===== config.mk =====
export PLATFORM = sky130hd
export DESIGN_NAME = spi_flash_arbiter
export DESIGN_NICKNAME = d
export VERILOG_FILES = /design/src/rtl/spi_flash_arbiter.sv
export SDC_FILE = /design/constraint.sdc
export NUM_CORES = 1
export LEC_CHECK = 0
export CORE_UTILIZATION = 40
export DETAILED_ROUTE_END_ITERATION = 12
export GPL_ROUTABILITY_DRIVEN = 0
export GPL_TIMING_DRIVEN = 1
export MAX_ROUTING_LAYER = met4
export PLACE_DENSITY = 0.69
export RECOVER_POWER = 25
export REMOVE_ABC_BUFFERS = 1
export SYNTH_ARGS = -nofsm -noshare
export SYNTH_HDL_FRONTEND = slang
export SYNTH_SLANG_ARGS = --single-unit

===== constraint.sdc =====
create_clock -name clk -period 1.75 [get_ports clk]
set_input_delay 0.35 -clock clk [delete_from_list [all_inputs] [get_ports clk]]
set_output_delay 0.35 -clock clk [all_outputs]
set_load 0.02 [all_outputs]

===== src/rtl/spi_flash_arbiter.sv =====
// spi_flash_arbiter
//   Shares one SPI flash between the 6809 read controller (CPU) and the FT2232
//   flash writer (HOST). When ownership changes, the flash is held deselected
//   for GAP_CYCLES clocks. While the CPU wants the flash but does not own it,
//   its bus cycle is stretched through o_MRDY.
//
// Ports
//   clk              system clock, the only clock
//   reset            asynchronous reset, active low
//   i_cpu_req        6809 flash-window request (clk domain)
//   i_cpu_spi_*      SPI clk/mosi/cs from the read controller
//   i_cpu_ready      read controller data-valid
//   i_FT_CS          FT2232 programming select, active low, asynchronous
//   i_host_spi_*     SPI clk/mosi/cs from the FT2232 writer
//   o_SPI_*          SPI pins to the flash
//   o_cpu_grant      read controller owns the flash
//   o_host_grant     FT2232 owns the flash
//   o_MRDY           memory-ready to the 6809 (0 = stretch)
//   o_status         [1:0] state, [2] host_pending, [3] cpu_pending,
//                    [7:4] host_sessions (saturating)
//
// Request/grant semantics: a request is a level. A requester keeps its
// request asserted until the corresponding grant is seen. It then keeps the
// request asserted for as long as it needs the flash. Ownership is released
// only through GAP. An owner is never preempted.
module spi_flash_arbiter #(
  parameter int GAP_CYCLES = 4
) (
  input  logic       clk,
  input  logic       reset,
  input  logic       i_cpu_req,
  input  logic       i_cpu_spi_clk,
  input  logic       i_cpu_spi_mosi,
  input  logic       i_cpu_spi_cs,
  input  logic       i_cpu_ready,
  input  logic       i_FT_CS,
  input  logic       i_host_spi_clk,
  input  logic       i_host_spi_mosi,
  input  logic       i_host_spi_cs,
  output logic       o_SPI_CLK,
  output logic       o_SPI_MOSI,
  output logic       o_SPI_CS,
  output logic       o_cpu_grant,
  output logic       o_host_grant,
  output logic       o_MRDY,
  output logic [7:0] o_status
);

  typedef enum logic [1:0] {
    ST_IDLE = 2'd0,
    ST_CPU  = 2'd1,
    ST_HOST = 2'd2,
    ST_GAP  = 2'd3
  } state_t;

  localparam logic [3:0] GAP_LOAD = 4'(GAP_CYCLES - 1);

  state_t     r_state;
  logic [3:0] r_gap_cnt;
  logic       r_host_pending;
  logic       r_cpu_pending;
  logic [3:0] r_host_sessions;
  logic       r_ft_cs_meta;
  logic       r_ft_cs_sync;
  logic       w_host_req;

  // i_FT_CS comes from the FT2232 with no relation to clk.
  always_ff @(posedge clk or negedge reset) begin
    if (!reset) begin
      r_ft_cs_meta <= 1'b1;
      r_ft_cs_sync <= 1'b1;
    end else begin
      r_ft_cs_meta <= i_FT_CS;
      r_ft_cs_sync <= r_ft_cs_meta;
    end
  end

  assign w_host_req = ~r_ft_cs_sync;

  always_ff @(posedge clk or negedge reset) begin
    if (!reset) begin
      r_state         <= ST_IDLE;
      r_gap_cnt       <= 4'd0;
      r_host_pending  <= 1'b0;
      r_cpu_pending   <= 1'b0;
      r_host_sessions <= 4'd0;
    end else begin
      case (r_state)
        ST_IDLE: begin
          // The host wins a tie: a programming session must not be starved
          // by a CPU that reads continuously.
          if (w_host_req) begin
            r_state        <= ST_HOST;
            r_host_pending <= 1'b0;
            if (r_host_sessions != 4'hF) begin
              r_host_sessions <= r_host_sessions + 4'd1;
            end
          end else if (i_cpu_req) begin
            r_state       <= ST_CPU;
            r_cpu_pending <= 1'b0;
          end
        end
        ST_CPU: begin
          if (w_host_req) begin
            r_host_pending <= 1'b1;
          end
          // Wait for the read controller to deselect the flash as well, so
          // that an SPI transaction is never cut in half.
          if (!i_cpu_req && i_cpu_spi_cs) begin
            r_state   <= ST_GAP;
            r_gap_cnt <= GAP_LOAD;
          end
        end
        ST_HOST: begin
          if (i_cpu_req) begin
            r_cpu_pending <= 1'b1;
          end
          if (!w_host_req) begin
            r_state   <= ST_GAP;
            r_gap_cnt <= GAP_LOAD;
          end
        end
        ST_GAP: begin
          if (r_gap_cnt == 4'd0) begin
            r_state <= ST_IDLE;
          end else begin
            r_gap_cnt <= r_gap_cnt - 4'd1;
          end
        end
        default: r_state <= ST_IDLE;
      endcase
    end
  end

  // The mux depends only on the registered state. An asynchronous reset
  // therefore deselects the flash immediately.
  always_comb begin
    o_SPI_CLK  = 1'b0;
    o_SPI_MOSI = 1'b0;
    o_SPI_CS   = 1'b1;
    o_MRDY     = ~i_cpu_req;
    case (r_state)
      ST_CPU: begin
        o_SPI_CLK  = i_cpu_spi_clk;
        o_SPI_MOSI = i_cpu_spi_mosi;
        o_SPI_CS   = i_cpu_spi_cs;
        o_MRDY     = i_cpu_ready;
      end
      ST_HOST: begin
        o_SPI_CLK  = i_host_spi_clk;
        o_SPI_MOSI = i_host_spi_mosi;
        o_SPI_CS   = i_host_spi_cs;
      end
      default: begin
      end
    endcase
  end

  assign o_cpu_grant  = (r_state == ST_CPU);
  assign o_host_grant = (r_state == ST_HOST);
  assign o_status     = {r_host_sessions, r_cpu_pending, r_host_pending, r_state};

endmodule


==> results of run 1 <==
per-layer routing:
metal	wire, microns	share of wire, %	up-vias
met5	0	0	-
met4	0	0	0
met3	55	2.5	0
met2	1183	54	12
met1	944	43	382
li1	-	-	387
area by class of cell:
type                    count  area [sq um]
fillers                   175         589.3
multi-input cells          61         546.8
repair buffers             43         376.6
flip-flops and latches     14         354.1
clock buffers               4         36.28
well taps                  27         33.78
inverters                   6         25.02
through the flow:
| step | TNS [ns] | utilization (%) | std cells | instance area, sq um | hold slack (ns) |
|---|---|---|---|---|---|
| global route | -0.02417 | 69.96 | 155 | 1373 | 0.3684 |
| CTS | -0.004147 | 67.35 | 154 | 1321 | 0.3613 |
| detailed placement | -1.372 | 62.37 | 149 | 1224 | 0.3487 |
| finish | 0 | 69.96 | 155 | 1373 | 0.3623 |
| global placement | -1.147 | 62.37 | 149 | 1224 | 0.3463 |
| floorplan | -0.002912 | - | 81 | 822.0 | 0.05441 |
cell families (layout without fill, tap and decap cells):
group                      count (synthesis)  in the layout  share of synthesized area (%)
AOI/OAI and AO/OA                         21             21                          17.34
xor gates and xnor gates                   3              3                          3.140
buffers and inverters                      8             53                          4.484
muxes                                      4              4                          4.933
and+or+nand+nor                           24             24                          14.50
DFF                                       14             14                          42.15
adders and majority gates                  9              9                          13.45
where the power goes:
group | total (mW) | internal, mW | switching (mW) | leakage [nW]
clock network | 0.236 | 0.127 | 0.110 | 0.0210
logic | 1.80 | 0.934 | 0.870 | 0.438
registers | 0.591 | 0.454 | 0.137 | 0.162
worst max-delay path by stage:
stage	start	end	cells after the start
finish	r_state[0]	o_SPI_CLK	4
global route	r_state[0]	o_SPI_MOSI	4
CTS	r_state[0]	o_MRDY	3
detailed placement	i_cpu_spi_clk	o_SPI_CLK	4
global placement	r_state[1]	o_SPI_CLK	5
floorplan	r_state[0]	o_SPI_MOSI	4
registers in the layout, summed over array words and instances (netlist names):
register,cells
r_cpu_pending,1
r_ft_cs_sync,1
r_host_sessions,4
r_host_pending,1
r_ft_cs_meta,1
r_gap_cnt,4
r_state,2
cells in the final DEF (no fill, tap or decap), types with 3 or more instances in the layout:
| cell type | synthesis | final |
|---|---|---|
| a22oi_2 | 0 | 3 |
| buf_4 | 2 | 18 |
| buf_6 | 0 | 3 |
| clkbuf_4 | 0 | 3 |
| clkdlybuf4s50_1 | 0 | 12 |
| dfrtp_1 | 12 | 11 |
| ha_1 | 9 | 3 |
| ha_4 | 0 | 5 |
| inv_1 | 6 | 4 |
| mux2i_1 | 3 | 3 |
| nand2_1 | 9 | 9 |
| nand2b_1 | 3 | 3 |
| nor2_1 | 4 | 4 |
| o21ai_0 | 5 | 5 |
timing repair:
action                                  4_1_cts  5_1_grt
pin swaps                                     2        2
buffers inserted                              1        1
gates resized for setup                      42       13
endpoints found under the setup margin        8        8
critical path, delay by kind of cell (launching register included):
kind	cells	cell delay, ns
simple gates	1	0.15
flops	1	0.46
fa+ha+maj	1	0.22
buf+inv	2	0.25
==> flow_summary.toml, run 1 <==
[outcome]
status = "finished, final reports clean"

[yosys]
synth_area_per_cell_sq_um = 10.08
postSynthCellCount = 83
ys.flop_type = "dfrtp_1"
synth_top_area_share_pct = 35.87
synthTopCellsByArea = "dfrtp_1 36%, ha_1 13%, dfstp_2 6.3%"
netlist_area_sq_um = 837.1
synthArstFlopShare_pct = 100.0
synth_top_cell_by_area = "dfrtp_1"
synth.distinct_cells = 29
synth-edff-count = 0
yosysMostFrequentCell = "dfrtp_1"
ys_ff_latch = 14
synth_common_cells = "12 x dfrtp_1, 9 x ha_1, 9 x nand2_1"
yosysWarnings = 0
ys_seq_area_share_pct = 42.15

[worst_setup_path]
required_ns = 1.40
reg2reg_slack_ns = 0.06
critical_path_class = "flop to output port"
worst_path_max_delay_cell = "dfrtp_2"
setup.worst_path.end_class = "output port"
start_kind = "flop"
path_max_fanout = 4
reg2reg_to = "r_state[0]"
cp.arrival_ns = 1.37
reg2reg_depth = 5
timing.rr.start = "r_gap_cnt[1]"
critPathMaxStageDelay_ns = 0.46
crit_path_cell_trace = "inv_4 > ha_4 > nor2b_2 > buf_6"

[min_path]
hold_end = "r_ft_cs_sync"
hp-start = "r_ft_cs_meta"
worst_hold_path.num_cells = 0
hold_class = "flop to flop"

[final_layout]
antenna_cells = 0
final_nets = 149
drive_gt1_share_pct = 37.50
area_growth_pct = 63.98

[placed_design]
post-place-ws_ns = -0.2075
hpwl_mm = 1.591
portBuffers = 24

[floorplanning]
dieArea_sq_um = 2280
core-area_sq_um = 1962
initial_core_util_pct = 42.67
ios = 25
die_y_microns = 47.75
die_x_microns = 47.75
rows = 16

[clock_network]
clk_latency_ns = 0.28
postCtsHoldBufs = 0
cts_tree = "done"
cts_root_buf = "clkbuf_4"
htree_levels = 1
clockBufferDepth = 2
clkSinkCount = 14
cts_made_buffers = 3
clk_pin_slew_ns = 0.09

[route]
routedWlPerCell_microns = 14.09
drc = 0
dr.pass1.iters = 4
avgViaCountPerCell = 5.039
vias = 781
drt_iter0_drc = 7
postRouteAntennaNets = 0
wirelength_mm = 2.184

[sta]
period_share_pct = 98.17
rsz0062_at_grt = "true"
timing.final.crit_period_ns = 1.718
finalClockSkew_ns = 0.003303
tightest_slew_ns = 0.7393
relSlewSlack_pct = 50.71
timing.final.ws_setup_ns = 0.03200
setup_viol = 0
max_freq_mhz = 582.1
hold_viol_final = 0
slew_viol_final = 0

[global_routing]
grt_max_degree = 15
globalRoute.busiestLayer = "met2"
use_met1_pct = 24.48
grt_util_met2_pct = 39.73
grt_overflow = 0
antenna_found_initial = 0
grt_pass1_vias = 779
grt_pass1_wl_mm = 3.298
grt_util_met3_pct = 5.660
grt_usage_pct = 21.70

[flow_run]
drv_cap = 0

[power_and_ir_drop]
peakVddDrop_mv = 1.297
totalPowerFinal_mw = 2.632
p_per_area_nw_per_um2 = 1918
p_leak_nw = 0.6209
Note: power is estimated with default switching activity, not from simulation.
==> run 2: changes to the inputs <==
ABC_AREA = 1   (was not set)
PLACE_DENSITY = 0.68   (was 0.69)
==> flow_summary.toml, run 2 <==
[power_and_ir_drop]
totalPowerFinal_mw = 2.761
peakVddDrop_mv = 1.144
p_per_area_nw_per_um2 = 1988
p_leak_nw = 0.6734

[min_path]
worst_hold_path.num_cells = 0
hold_class = "flop to flop"
hold_end = "r_ft_cs_sync"
hp-start = "r_ft_cs_meta"

[yosys]
yosysMostFrequentCell = "nand2_1"
ys_ff_latch = 14
netlist_area_sq_um = 935.9
synth_area_per_cell_sq_um = 7.865
synth.distinct_cells = 21
synthArstFlopShare_pct = 100.0
synth_top_area_share_pct = 32.09
synth-edff-count = 0
synth_common_cells = "36 x nand2_1, 12 x dfrtp_1, 11 x nand3_1"
synthTopCellsByArea = "dfrtp_1 32%, nand2_1 14%, ha_1 12%"
synth_top_cell_by_area = "dfrtp_1"
ys.flop_type = "dfrtp_1"
ys_seq_area_share_pct = 37.70
yosysWarnings = 0
postSynthCellCount = 119

[clock_network]
cts_root_buf = "clkbuf_4"
cts_tree = "done"
clk_latency_ns = 0.28
cts_made_buffers = 3
clockBufferDepth = 2
postCtsHoldBufs = 0
htree_levels = 1
clk_pin_slew_ns = 0.09
clkSinkCount = 14

[sta]
timing.final.crit_period_ns = 1.747
holdWs_ns = 0.3590
tightest_slew_ns = 0.7693
period_share_pct = 99.85
tns_ns = 0
relSlewSlack_pct = 48.72
slew_viol_final = 0
rsz0062_at_grt = "true"
hold_viol_final = 0
setup_viol = 0
max_freq_mhz = 572.3
timing.final.ws_setup_ns = 0.002642
finalClockSkew_ns = 0.005459

[floorplanning]
rows = 17
die_x_microns = 50.37
ios = 25
initial_core_util_pct = 42.31
core-area_sq_um = 2212
dieArea_sq_um = 2537
die_y_microns = 50.37

[route]
postRouteAntennaNets = 0
drt_iter0_drc = 21
dr.pass1.iters = 4
vias = 916
avgViaCountPerCell = 4.847
routedWlPerCell_microns = 11.57
drc = 0
wirelength_mm = 2.187

[worst_setup_path]
critical-path-top-delay-family = "buffers and inverters"
required_ns = 1.40
path_max_fanout = 4
reg2reg_depth = 9
critical_path_class = "flop to output port"
start_kind = "flop"
reg2reg_slack_ns = 0.19
cp.arrival_ns = 1.40
timing.rr.start = "r_state[0]"
worst_path_max_delay_cell = "dfrtp_1"
crit_path_cell_trace = "inv_2 > buf_6 > ha_4 > nand2_1 > a21oi_2 > buf_4"
critPathMaxStageDelay_ns = 0.41
setup.worst_path.end_class = "output port"
reg2reg_to = "r_gap_cnt[1]"
cp_num_buf_inv = 3

[final_layout]
reg.largest.list = "r_gap_cnt (4), r_host_sessions (4), r_state (2)"
multi_input_area_sq_um = 564.3
final_common_cell = "nand2_1"
seq_area_sq_um = 352.8
nFillCells = 211
antenna_cells = 0
area_growth_pct = 48.40
drive_gt1_share_pct = 31.68
final_nets = 182
mostFrequentLayoutCells = "36 x nand2_1, 16 x buf_4, 15 x clkdlybuf4s50_1"
finalNonFillerCells = 189

[outcome]
status = "finished, final reports clean"

[global_routing]
grt_overflow = 0
antenna_found_initial = 0
grt_max_degree = 15
grt_usage_pct = 20.13
grt_pass1_vias = 893
grt_pass1_wl_mm = 3.781

[placed_design]
portBuffers = 24
hpwl_mm = 1.640
post-place-ws_ns = -0.2135
place_inst = 183

[flow_run]
drv_cap = 0
## run 2: changes by cell type in the layout (fill, tap and decap cells not counted), sizes merged, moves of 3 or more
cell and delta:
nand2 +34, nand3 +9, inv +8, o21ai +4, a21oi +3, a22oi -3
clkdlybuf4s50 +3, mux2i -3, nand2b -3
## run 2: cells by family (layout without fill, tap and decap cells)
logic type	count (synthesis)	after routing	share of synthesized area, %
AOI/OAI and AO/OA	14	14	7.888
xor gates and xnor gates	3	3	2.808
adders and majority gates	9	9	12.03
buffers and inverters	17	59	8.155
DFF	14	14	37.70
and+or+nand+nor	62	62	31.42
## run 2: final cells by class
class / count / area share (%)
multi-input cells: 88 / 40.63
clock buffers: 4 / 2.613
inverters: 15 / 4.595
well taps: 28 / 2.523
flip-flops and latches: 14 / 25.41
repair buffers: 40 / 24.23
## run 2: repair_timing
action,CTS,global route
buffers inserted,1,1
endpoints found under the setup margin,6,7
gates resized for setup,30,14
pin swaps,0,1
## run 2: through the flow
step / cell area, sq um / util [%]
floorplan: 920.9 / -
CTS: 1345 / 60.80
detailed placement: 1301 / 58.82
finish: 1389 / 62.78
global placement: 1301 / 58.82
global route: 1389 / 62.78
## run 2: how the worst max path moves through the flow
stage	startpoint	end	depth (start not counted)
after global routing	r_state[0]	o_SPI_MOSI	6
final	r_state[0]	o_SPI_MOSI	6
after detailed placement	i_cpu_spi_mosi	o_SPI_MOSI	4
after global placement	i_cpu_spi_mosi	o_SPI_MOSI	4
after floorplan	r_state[1]	o_MRDY	3
after CTS	r_state[0]	o_SPI_MOSI	6
## run 2: layer usage
metal	wire length, microns	up-vias	global-route usage, %
met5	0	-	-
met4	45	0	9.722
met3	140	4	3.333
met2	1056	26	32.67
met1	944	422	24.20
li1	-	464	-
## run 2: worst register-to-register path, stage by stage (launching register included)
cell and delay, ns:
dfrtp_1 0.41, buf_4 0.14, buf_4 0.13, ha_1 0.27, inv_2 0.10, nand2_1 0.11, nand2_4 0.12, nand2_4 0.06
nand2_1 0.05, nand2_1 0.05
## run 2: report_power, final
group,switching (mW),internal [mW],total [mW]
Combinational,1.08,0.867,1.95
Clock,0.105,0.126,0.232
Sequential,0.117,0.463,0.580
Total,1.30,1.46,2.76
